--- config.mk ---
export PLATFORM = sky130hd
export DESIGN_NAME = byte_serializer
export DESIGN_NICKNAME = d
export VERILOG_FILES = /design/src/rtl/byte_serializer.sv
export SDC_FILE = /design/constraint.sdc
export NUM_CORES = 1
export LEC_CHECK = 0
export ABC_AREA = 1
export BUFFER_PORTS_ARGS = -buffer_cell sky130_fd_sc_hd__buf_2
export CAP_MARGIN = 20
export CORE_MARGIN = 3
export CORE_UTILIZATION = 55
export CTS_CLUSTER_DIAMETER = 200
export CTS_CLUSTER_SIZE = 28
export DETAILED_ROUTE_END_ITERATION = 6
export PLACE_DENSITY = 0.82
export RECOVER_POWER = 25
export SKIP_CTS_REPAIR_TIMING = 1
export SLEW_MARGIN = 20
export SYNTH_ARGS = -nofsm -noshare
export SYNTH_HDL_FRONTEND = slang
export SYNTH_SLANG_ARGS = --single-unit
--- constraint.sdc ---
create_clock -name clk -period 3.92 [get_ports clk]
set_clock_uncertainty 0.15 [all_clocks]
set_input_delay 0.196 -clock clk [delete_from_list [all_inputs] [get_ports clk]]
set_output_delay 0.196 -clock clk [all_outputs]
set_load 0.05 [all_outputs]
--- src/rtl/byte_serializer.sv ---
// rtl/byte_serializer.sv - emits the four splitter bytes of one word on a valid/ready byte stream
// Optional out_parity / word_count ports: define BYTE_SERIALIZER_PARITY_EN
module byte_serializer #(
   parameter int ORDER = 0
) (
   input  logic       clk,
   input  logic       reset,
   input  logic       in_valid,
   output logic       in_ready,
   input  logic [7:0] in_o1,
   input  logic [7:0] in_o2,
   input  logic [7:0] in_o3,
   input  logic [7:0] in_o4,
   output logic       out_valid,
   input  logic       out_ready,
   output logic [7:0] out_byte,
   output logic       out_last
`ifdef BYTE_SERIALIZER_PARITY_EN
   ,
   output logic       out_parity,
   output logic [7:0] word_count
`endif
);

   typedef enum logic {IDLE, SEND} state_t;

   state_t      state, state_nxt;
   logic [1:0]  idx, idx_nxt;
   logic [31:0] word, word_nxt;
   logic [1:0]  sel;
   logic        accept;
   logic        xfer;

   always_ff @(posedge clk or posedge reset) begin
      if (reset) begin
         state <= IDLE;
         idx   <= 2'd0;
         word  <= 32'h0;
      end else begin
         state <= state_nxt;
         idx   <= idx_nxt;
         word  <= word_nxt;
      end
   end

   always_comb begin
      state_nxt = state;
      idx_nxt   = idx;
      word_nxt  = word;
      out_valid = (state == SEND);
      out_last  = (state == SEND) && (idx == 2'd3);
      // a new word may enter on the same edge the last byte leaves
      in_ready  = (state == IDLE) || (out_last && out_ready);
      accept    = in_valid && in_ready;
      xfer      = out_valid && out_ready;
      if (xfer) begin
         if (out_last) begin
            idx_nxt   = 2'd0;
            state_nxt = IDLE;
         end else begin
            idx_nxt   = idx + 2'd1;
         end
      end
      if (accept) begin
         word_nxt  = {in_o1, in_o2, in_o3, in_o4};
         idx_nxt   = 2'd0;
         state_nxt = SEND;
      end
   end

   // word holds O1 in the top byte; ORDER=1 walks it from the bottom
   always_comb begin
      sel = (ORDER == 0) ? idx : ~idx;
      case (sel)
         2'd0:    out_byte = word[31:24];
         2'd1:    out_byte = word[23:16];
         2'd2:    out_byte = word[15:8];
         default: out_byte = word[7:0];
      endcase
      if (!out_valid) out_byte = 8'h00;
   end

`ifdef BYTE_SERIALIZER_PARITY_EN
   logic [7:0] count;

   always_ff @(posedge clk or posedge reset) begin
      if (reset)       count <= 8'h00;
      else if (accept) count <= count + 8'h01;
   end

   assign word_count = count;
   assign out_parity = ^out_byte;
`endif

endmodule

=== After elaboration in Yosys (flattened, before gate mapping) ===
Index checks and enable logic that the tools add are counted.

* Equality and inequality tests: 3
* Reduce and logical (&&, ||, !) cells: 9
* Add/subtract/negate cells: 1
* Bitwise gates (word level): 1
* Mux-type cells: 8

{| class="wikitable"
|+ Operators by type and width
! kind !! number
|-
| case mux 8 bit (3 select lines) || 1
|-
| 2-to-1 mux 8 bit || 1
|-
| 2-to-1 mux 2 bit || 3
|-
| == test 2 bit, second input constant || 2
|-
| logical AND 1 bit || 4
|-
| nonzero test 2 bit || 2
|-
| 2-to-1 mux 1 bit || 3
|-
| adder 2 x 1 -> 2 bit, second input constant || 1
|-
| == test 2 x 1 -> 1 bit, second input constant || 1
|-
| zero test 2 bit || 1
|-
| AND reduction 2 bit || 1
|-
| logical OR 1 bit || 1
|-
| NOT 1 bit || 1
|}

* Register bits: 35
* Word-level logic and storage cells: 25
* Output and inout bits: 11

=== Logic depth before layout (Yosys ltp) ===
Gate-level depths: netlist of run 1.

* Word-level depth: 7
* Gate-level depth with buffers: 7
* Depth with buffers taken out: 6

=== Worst setup path before layout of run 1 ===
No wires, ideal clock.

* Path type: register to output
* Start point: register state (netlist: out_valid)
* End point: output out_byte[0]
* Data required time: 3,574 ps
* Cell stages (with the launch flop): 4
* Data arrival time: 1,817 ps
* Slack: 1,757 ps
* Cells stage by stage: dfrtp_1 clkbuf_2 o21ai_0 a21oi_1

* Cells in the longest elaborated chain, start to end: 1

{| class="wikitable"
|+ RTL lines
! element !! RTL line !! text
|-
| start, declared || 27 || <nowiki>state_t state, state_nxt;</nowiki>
|-
| start signal, assigned || 40 || <nowiki>state <= state_nxt;</nowiki>
|-
| 2-to-1 mux 8 bit || 80 || <nowiki>if (!out_valid) out_byte = 8'h00;</nowiki>
|-
| end, declared || 16 || <nowiki>output logic [7:0] out_byte,</nowiki>
|}

No other way between the ends.

==> summary.md, run 1 <==
| Metric | Value |
|---|---|
| Status | finished, violations left |
| Failing checks | max-capacitance violations, max-slew violations |
| Area of the core | 0.00315 mm² |
| WP data arrival | 2.20 ns |
| Crit path cell chain | dlygate4sd3_1 > buf_2 > inv_1 > clkbuf_1 |
| Routed len/inst | 13.6 µm |
| Area contributors post-synth | dfrtp_1 46%, nand2_1 13%, nand2_2 9.9% |
| Setup Slack @ Placement | 2.07 ns |
| Layout fillers | 247 |
| Gate Count Post-Synth | 227 |
| Setup-failing EPs final | 0 |
| Kind of cell adding the most delay to the critical path | buffers and inverters |
| Worst setup margin | 1.67 ns |
| F_max | 445 MHz |
| H-tree levels | 2 |
| Crit Path Max Fanout | 35 |
| Post-route DRC | 0 |
| Share of the synthesized area in the top cell type | 46.4% |
| Max-slew violations | 36 |
| Post-Syn Nets | 268 |
| Antenna-violating nets left | 0 |
| Critical path data required time | 3.87 ns |
| Final nets | 340 |
| GP Congestion | 0.815 |
| Setup TNS | 0 ns |
| Congestion Overflow GR | 0 |
| Die Ht | 64.6 µm |
| Worst-skew pair later-pin latency | 0.34 ns |
| Largest net degree at the start of global routing | 36 |
| Final Power | 0.00198 W |
| Reg clk slew, reported paths | 0.09 ns |
| Initial antenna violation count | 0 |
| Crit path launch type | input port |
| DRT iter0 DRCs | 95 |
| Core Util, Final | 77.7% |
| Initial Util | 59.9% |
| Vias per cell | 5.10 |
| Ports | 47 |
| Die ar. | 0.00417 mm² |
| Tcrit/Tclk final | 57.4% |
| Cell Rows | 20 |
| Pwr Density | 809 mW/mm² |
| Root Buffer | clkbuf_4 |
| Final std cells w/o fill | 343 |
| Largest stage delay on the critical path | 1.30 ns |
| CTS tree | built |
| Placed cell count | 303 |
| Least-Margin Pin Slew | 1.82 ns |
| Worst Path Buf+Inv | 4 |
| IO Port Bufs | 46 |
| #FFs+latches synth | 35 |
| Crit path time final | 2.25 ns |
| Leakage | 1.30 nW |
| Gr usage total | 21.0% |
| Number of global-route vias before repair | 1568 |
| Syn-to-layout area delta | 29.8% |
| Worst vdd ir | 0.000568 V |
| Post-Route WL | 4650 µm |
| Library cells used by synthesis | 16 |
| Syn avg cell area | 8.32 µm² |
| Slew HR | -21.3% |
| CTS max path bufs | 2 |
| Mapped cell area | 0.00189 mm² |
| Horiz. Die Dim | 64.6 µm |
| Area leader, netlist | dfrtp_1 |
| CTS Buf Count | 5 |
| Final Hold Viols | 0 |
| Critical-path top delay cell | clkbuf_1 |
| Share of layout cells above drive strength 1 | 28.1% |
| Worst Hold Class | input port to register |
| Synthesis Warnings | 0 |
| DR vias | 1749 |
| CP endpoint kind | async pin |
| Maxcap violations | 1 |
| Register area share after synthesis | 46.4% |
| RSZ-0062 raised after global routing | no |
| First-pass GRT wire length | 6820 µm |
| Worst Setup Path Type | input port to async pin |
| DP HPWL | 2780 µm |
| First-pass DRT Iterations | 4 |
| Clock sink total | 35 |
| # diodes | 0 |
## state kept, by name, indices dropped and copies added, names as in the netlist
name       flops
idx            2
out_valid      1
word          32
## stage by stage
| stage | cell area, µm² | hold slack (ns) |
|---|---|---|
| floorplan | 1890 | 0.190 |
| global placement | 2050 | 0.160 |
| detailed placement | 2050 | 0.169 |
| CTS | 2120 | -0.203 |
| global route | 2450 | 0.0595 |
| finish | 2450 | 0.0404 |
## logic make-up after synthesis
logic type,Yosys count,synth area share [%]
AO/OA/AOI/OAI,25,6.63
adder cells (fa/ha/maj),5,3.31
AND/OR/NAND/NOR,132,33.9
buffers and inverters,30,9.81
flip-flops,35,46.4
## cell type report
| type | count | area [µm²] | share of cell area (%) |
|---|---|---|---|
| clock inverter | 1 | 30.0 | 1.23 |
| sequential | 35 | 876 | 35.8 |
| clock buffer | 6 | 41.3 | 1.69 |
| timing repair buffer | 80 | 564 | 23.0 |
| tap | 44 | 55.1 | 2.25 |
| inverter | 15 | 56.3 | 2.30 |
| multi-input combinational | 162 | 827 | 33.8 |
## worst paths after layout
kind                       startpoint     endpoint  slack, ns  depth (start not counted)
setup / recovery                reset     word[31]       1.67                          4
hold / removal              out_ready       idx[0]       0.04                          3
setup reg to reg               idx[1]     word[26]       2.08                          6
hold reg to reg              word[31]     word[31]       0.34                          2
max in group clk               idx[1]  out_byte[0]       1.68                          5
min in group asynchronous       reset      word[0]       0.89                          4
## power by group
part	internal, W	switching, W
logic	0.000312	0.000748
registers	0.000533	0.000142
clock network	0.000131	0.000114
## cell usage in the layout (no fill, tap or decap), drive strengths merged, types with 5 or more instances in the layout
master and count:
dfrtp 35, buf 46, clkbuf 7, inv 15, a21oi 16, dlygate4sd3 33
nand3 34, ha 5, nand2 97, o21ai 9
## cells in the mapped netlist (all sizes together)
library cell,n
nand2,97
dfrtp,35
nand3,34
a21oi,16
inv,15
buf,13
o21ai,9
ha,5
clkbuf,2
nand4,1
## worst register-to-register path, delay by kind of cell, from the launching register on
| family | cells | cell delay, ns |
|---|---|---|
| adders and majority gates | 1 | 0.24 |
| and+or+nand+nor | 5 | 0.93 |
| DFF | 1 | 0.43 |
## layer usage
metal / vias to the layer above / part of all wire (%) / global-route usage, %
met5: - / 0 / 0
met4: 0 / 3.0 / 7.92
met3: 13 / 4.9 / 3.99
met2: 60 / 49 / 34.9
met1: 818 / 43 / 27.1
li1: 858 / - / -
(Power assumes the default switching activity.)
==> run 2: changes to the inputs <==
--- a/config.mk
+++ b/config.mk
@@ -5,15 +5,15 @@
 export SDC_FILE = /design/constraint.sdc
 export NUM_CORES = 1
 export LEC_CHECK = 0
-export ABC_AREA = 1
+export ABC_AREA = 0
 export BUFFER_PORTS_ARGS = -buffer_cell sky130_fd_sc_hd__buf_2
 export CAP_MARGIN = 20
 export CORE_MARGIN = 3
-export CORE_UTILIZATION = 55
+export CORE_UTILIZATION = 47
 export CTS_CLUSTER_DIAMETER = 200
 export CTS_CLUSTER_SIZE = 28
 export DETAILED_ROUTE_END_ITERATION = 6
-export PLACE_DENSITY = 0.82
+export PLACE_DENSITY = 0.75
 export RECOVER_POWER = 25
 export SKIP_CTS_REPAIR_TIMING = 1
 export SLEW_MARGIN = 20
==> constraint.sdc (replaced) <==
create_clock -name clk -period 1.8 [get_ports clk]
set_clock_uncertainty 0.15 [all_clocks]
set_input_delay 0.09 -clock clk [delete_from_list [all_inputs] [get_ports clk]]
set_output_delay 0.09 -clock clk [all_outputs]
set_load 0.05 [all_outputs]
==> summary.md, run 2 <==
| Metric | Value |
|---|---|
| Status | finished, violations left |
| Failing checks | negative setup slack |
| Most frequent cells in the layout | 36 x buf_2, 34 x dlygate4sd3_1, 32 x dfrtp_1 |
| CTS Buf Count | 5 |
| Gate Count Post-Synth | 121 |
| Async set-reset flop share out of synthesis | 100% |
| Critical path data required time | 1.56 ns |
| CTS tree | built |
| Clock sink total | 35 |
| Most flops, register | word |
| Hold depth | 3 |
| Crit Path Max Fanout | 8 |
| Count leader, synth | dfrtp_1 |
| Horiz. Die Dim | 67.2 µm |
| Initial antenna violation count | 0 |
| Kind of cell adding the most delay to the critical path | compound AO/OA/AOI/OAI gates |
| Clk pwr share | 10.3% |
| WP depth | 5 |
| Pint | 0.00312 W |
| Worst vdd ir | 0.00121 V |
| Syn-to-layout area delta | 59.8% |
| Critical-path top delay cell | dfrtp_2 |
| Crit path cell chain | inv_4 > ha_4 > a222oi_1 > a21oi_2 > buf_6 |
| Post-synth EDFFs | 0 |
| Worst Hold Class | input port to register |
| Antenna-violating nets left | 0 |
| R2r setup slk | -0.08 ns |
| Routed len/inst | 17.8 µm |
| Mapped cell area | 0.00176 mm² |
| RSZ-0062 raised after global routing | yes |
| DR vias | 1395 |
| CP endpoint kind | primary output |
| Root Buffer | clkbuf_8 |
| Worst reg2reg path depth | 6 |
| GP Congestion | 0.778 |
| # diodes | 0 |
| Synth cell count leaders | 35 x dfrtp_1, 30 x mux2_4, 9 x a21oi_1 |
| Final nets | 264 |
| Post-route DRC | 0 |
| Share of layout cells above drive strength 1 | 56.7% |
| Worst-skew pair later-pin latency | 0.29 ns |
| F_max | 509 MHz |
| Tcrit/Tclk final | 109% |
| Number of global-route vias before repair | 1275 |
| H-tree levels | 2 |
| Vias per cell | 5.17 |
| CTS max path bufs | 2 |
| Setup Slack @ Placement | -0.0618 ns |
| Crit path launch type | register |
| Final Power | 0.00536 W |
| Ports | 47 |
| Post-Syn Nets | 162 |
| Worst setup margin | -0.165 ns |
| Leakage | 1.38 nW |
| Reg clk slew, reported paths | 0.07 ns |
| Core Util, Final | 81.1% |
| Initial Util | 50.8% |
| DRT iter0 DRCs | 120 |
| Synthesis Warnings | 0 |
| Congestion Overflow GR | 0 |
| Area leader, netlist | dfrtp_1 |
| Setup-failing EPs final | 39 |
| Switching portion of total power | 41.8% |
| Post-Route WL | 4810 µm |
| Die Ht | 67.2 µm |
| Most used DFF post-synth | dfrtp_1 |
| Area contributors post-synth | dfrtp_1 50%, mux2_4 26%, a222oi_1 4.5% |
| Maxcap violations | 0 |
| Largest stage delay on the critical path | 0.45 ns |
| Register area share after synthesis | 49.8% |
| Cell Rows | 21 |
| Largest register FFs | 32 |
| Worst Path Buf+Inv | 2 |
| Net Switching | 0.00224 W |
| #FFs+latches synth | 35 |
| Sequential share of power | 27.7% |
| Die ar. | 0.00452 mm² |
| Slew HR | 42.9% |
| Final Hold Viols | 0 |
| Share of the synthesized area in the top cell type | 49.8% |
| Crit path time final | 1.96 ns |
| WP data arrival | 1.72 ns |
| Worst Setup Path Type | register to primary output |
| Syn avg cell area | 14.5 µm² |
| Least-Margin Pin Slew | 0.857 ns |
| Largest net degree at the start of global routing | 36 |
| Max-slew violations | 0 |
| First-pass GRT wire length | 6030 µm |
| First-pass DRT Iterations | 4 |
| Logic pwr share | 62.0% |
| Most common cell after layout, fill and taps aside | buf_2 |
| DP HPWL | 2730 µm |
| Area of the core | 0.00347 mm² |
| Library cells used by synthesis | 20 |
| IO Port Bufs | 46 |
| Gr usage total | 18.7% |
| Pwr Density | 1910 mW/mm² |
-- run 2: changes by cell type after synthesis, moves of 2 or more --
cell / before / now
mux2_4: 0 / 30
inv_1: 15 / 5
a21oi_1: 16 / 9
clkbuf_2: 2 / 0
clkbuf_1: 0 / 4
buf_2: 5 / 0
buf_4: 4 / 0
nand2_1: 65 / 3
a222oi_1: 0 / 8
nand2_2: 30 / 0
nand3_1: 34 / 1
mux2_2: 0 / 2
-- run 2: layout make-up --
cell class,instances,area [µm²]
Clock inverter,2,12.5
Tap cell,46,57.6
Multi-Input combinational cell,74,886
Inverter,5,23.8
Fill cell,204,654
Timing Repair Buffer,102,882
Sequential cell,35,880
Clock buffer,6,72.6
-- run 2: per-layer routing --
layer	GRT usage, %	part of all wire (%)	vias up
li1	-	-	647
met1	25.8	43	689
met2	26.5	50	54
met3	6.16	5.6	5
met4	8.86	1.3	0
met5	0	0	-
-- run 2: cell families after synthesis --
| group | after synthesis | synth area share, % |
|---|---|---|
| flip-flops | 35 | 49.8 |
| buffers and inverters | 13 | 5.54 |
| AO/OA/AOI/OAI | 29 | 11.5 |
| AND/OR/NAND/NOR | 7 | 2.77 |
| multiplexers | 32 | 26.9 |
| adder cells (fa/ha/maj) | 5 | 3.55 |
-- run 2: final timing paths --
path | end | startpoint
max | out_byte[0] | idx[0]
min | out_valid | in_valid
max reg2reg | word[28] | idx[1]
min reg2reg | word[3] | word[3]
max in group asynchronous | idx[0] | reset
min in group asynchronous | word[28] | reset
-- run 2: stage by stage --
step	hold WS (ns)	setup TNS [ns]	std cells	cell area (µm²)
finish	0.0193	-2.73	270	2810
global route	0.0448	-4.77	270	2810
CTS	-0.266	-4.34	230	2250
detailed placement	0.0572	-1.25	222	2160
global placement	0.0505	-0.296	222	2160
floorplan	0.0548	-0.0279	121	1800
-- run 2: power by group through the flow --
| stage | registers (W) | logic, W | clock network (W) |
|---|---|---|---|
| floorplan | 0.00137 | 0.00209 | 0 |
| global placement | 0.00142 | 0.00264 | 0 |
| detailed placement | 0.00144 | 0.00269 | 0 |
| CTS | 0.00143 | 0.00270 | 0.000568 |
| global route | 0.00152 | 0.00349 | 0.000604 |
| finish | 0.00148 | 0.00332 | 0.000555 |
-- run 2: worst reg2reg max path, cell delays in order (launching register included) --
cell       delay [ns]
dfrtp_2          0.46
buf_4            0.17
ha_4             0.16
a21bo_4          0.25
nand2_8          0.12
clkbuf_16        0.17
mux2_4           0.30
==> run 3: changes to the inputs <==
--- a/config.mk
+++ b/config.mk
@@ -5,7 +5,7 @@
 export SDC_FILE = /design/constraint.sdc
 export NUM_CORES = 1
 export LEC_CHECK = 0
-export ABC_AREA = 0
+export ABC_AREA = 1
 export BUFFER_PORTS_ARGS = -buffer_cell sky130_fd_sc_hd__buf_2
 export CAP_MARGIN = 20
 export CORE_MARGIN = 3
==> summary.md, run 3 (synthesized netlist as in run 1, its figures left out) <==
| Metric | Value |
|---|---|
| Status | finished, violations left |
| Failing checks | negative setup slack |
| Initial Util | 50.1% |
| RSZ-0062 raised after global routing | yes |
| # diodes | 0 |
| Share of layout cells above drive strength 1 | 40.4% |
| H-tree levels | 2 |
| GP Congestion | 0.823 |
| Leakage | 1.38 nW |
| First-pass DRT Iterations | 4 |
| Largest net degree at the start of global routing | 36 |
| Gr usage total | 19.3% |
| CTS max path bufs | 2 |
| Post-Route WL | 5030 µm |
| DP HPWL | 2990 µm |
| Reg clk slew, reported paths | 0.07 ns |
| Crit path cell chain | inv_4 > buf_12 > ha_4 > a21oi_1 > a21oi_2 > buf_6 |
| Worst Hold Class | input port to register |
| Met2 usage | 31.3% |
| Horiz. Die Dim | 69.4 µm |
| Setup-failing EPs final | 9 |
| Core Util, Final | 72.7% |
| IO Port Bufs | 46 |
| Number of global-route vias before repair | 1631 |
| Worst-skew pair later-pin latency | 0.29 ns |
| CTS Buf Count | 5 |
| CP endpoint kind | primary output |
| Worst vdd ir | 0.00120 V |
| Most common cell after layout, fill and taps aside | nand2_1 |
| Hold Slack | 0.118 ns |
| Area of the core | 0.00377 mm² |
| Largest register FFs | 32 |
| Syn-to-layout area delta | 45.2% |
| Critical path data required time | 1.56 ns |
| Most flops, register | word |
| Cell Rows | 22 |
| Clock sink total | 35 |
| Worst setup margin | -0.0437 ns |
| Least-Margin Pin Slew | 0.886 ns |
| Largest stage delay on the critical path | 0.46 ns |
| Maxcap violations | 0 |
| Crit path launch type | register |
| GR peak layer | met2 |
| First-pass GRT wire length | 7490 µm |
| Routed len/inst | 14.2 µm |
| Initial antenna violation count | 0 |
| Pwr Density | 1910 mW/mm² |
| Vias per cell | 4.94 |
| Most frequent cells in the layout | 58 x nand2_1, 37 x buf_2, 36 x nand2_2 |
| Setup TNS | -0.168 ns |
| Tcrit/Tclk final | 102% |
| Crit path time final | 1.84 ns |
| GR Util met1 | 24.6% |
| Worst Setup Path Type | register to primary output |
| F_max | 542 MHz |
| Setup Slack @ Placement | 0.0182 ns |
| Ports | 47 |
| CTS tree | built |
| Antenna-violating nets left | 0 |
| DRT iter0 DRCs | 124 |
| Max-slew violations | 0 |
| Area after DPL | 0.00212 mm² |
| Final Hold Viols | 0 |
| GR Util met3 | 4.64% |
| Die Ht | 69.4 µm |
| Slew HR | 41.0% |
| Die ar. | 0.00481 mm² |
| Root Buffer | clkbuf_8 |
| Crit Path Max Fanout | 8 |
| Final nets | 347 |
| WP data arrival | 1.60 ns |
| Final instance area | 0.00274 mm² |
| Critical-path top delay cell | dfrtp_2 |
| DR vias | 1755 |
| Post-route DRC | 0 |
| Congestion Overflow GR | 0 |
run 3: cell types whose count changed in the layout (fill, tap and decap cells not counted), sizes merged, moves of 7 or more:
cell    delta
nand2     +92
nand3     +33
mux2      -32
buf       -14
inv       +10
a222oi     -8
a21oi      +7
run 3: final timing paths:
path	start	endpoint	slack (ns)	depth (start not counted)
hold reg to reg	word[21]	word[21]	0.33	2
max in group asynchronous	reset	idx[0]	0.44	4
min in group asynchronous	reset	word[16]	0.45	4
hold / removal	in_valid	word[7]	0.12	3
setup reg to reg	idx[1]	idx[1]	0.21	6
setup / recovery	idx[0]	out_byte[4]	-0.04	6
run 3: metrics by stage:
step / total power, W / cells
after global placement: 0.00381 / 311
after detailed placement: 0.00387 / 311
after global routing: 0.00556 / 355
final: 0.00523 / 355
after CTS: 0.00463 / 319
after floorplan: 0.00344 / 227
run 3: power by group:
group / internal [W] / switching [W] / total [W] / leakage (nW)
clock: 0.000448 / 0.000284 / 0.000732 / 0.0612
combinational: 0.00112 / 0.00185 / 0.00297 / 0.889
sequential: 0.00117 / 0.000358 / 0.00153 / 0.430
run 3: per-layer routing:
metal	wire length (µm)	part of all wire, %
met3	195	3.9
met5	0	0
met2	2610	52
met4	140	2.8
met1	2080	41
run 3: critical path: cells and delay by family, from the launching register on:
| kind | cells | cell delay, ns |
|---|---|---|
| flops | 1 | 0.46 |
| buf+inv | 3 | 0.39 |
| compound gates | 2 | 0.27 |
| fa+ha+maj | 1 | 0.19 |
run 3: area by class of cell:
cell class / count / area (µm²)
clock inverter: 2 / 35.0
tap: 48 / 60.1
multi-input combinational: 162 / 937
timing repair buffer: 87 / 689
sequential: 35 / 878
clock buffer: 6 / 82.6
fill: 277 / 1030
inverter: 15 / 58.8
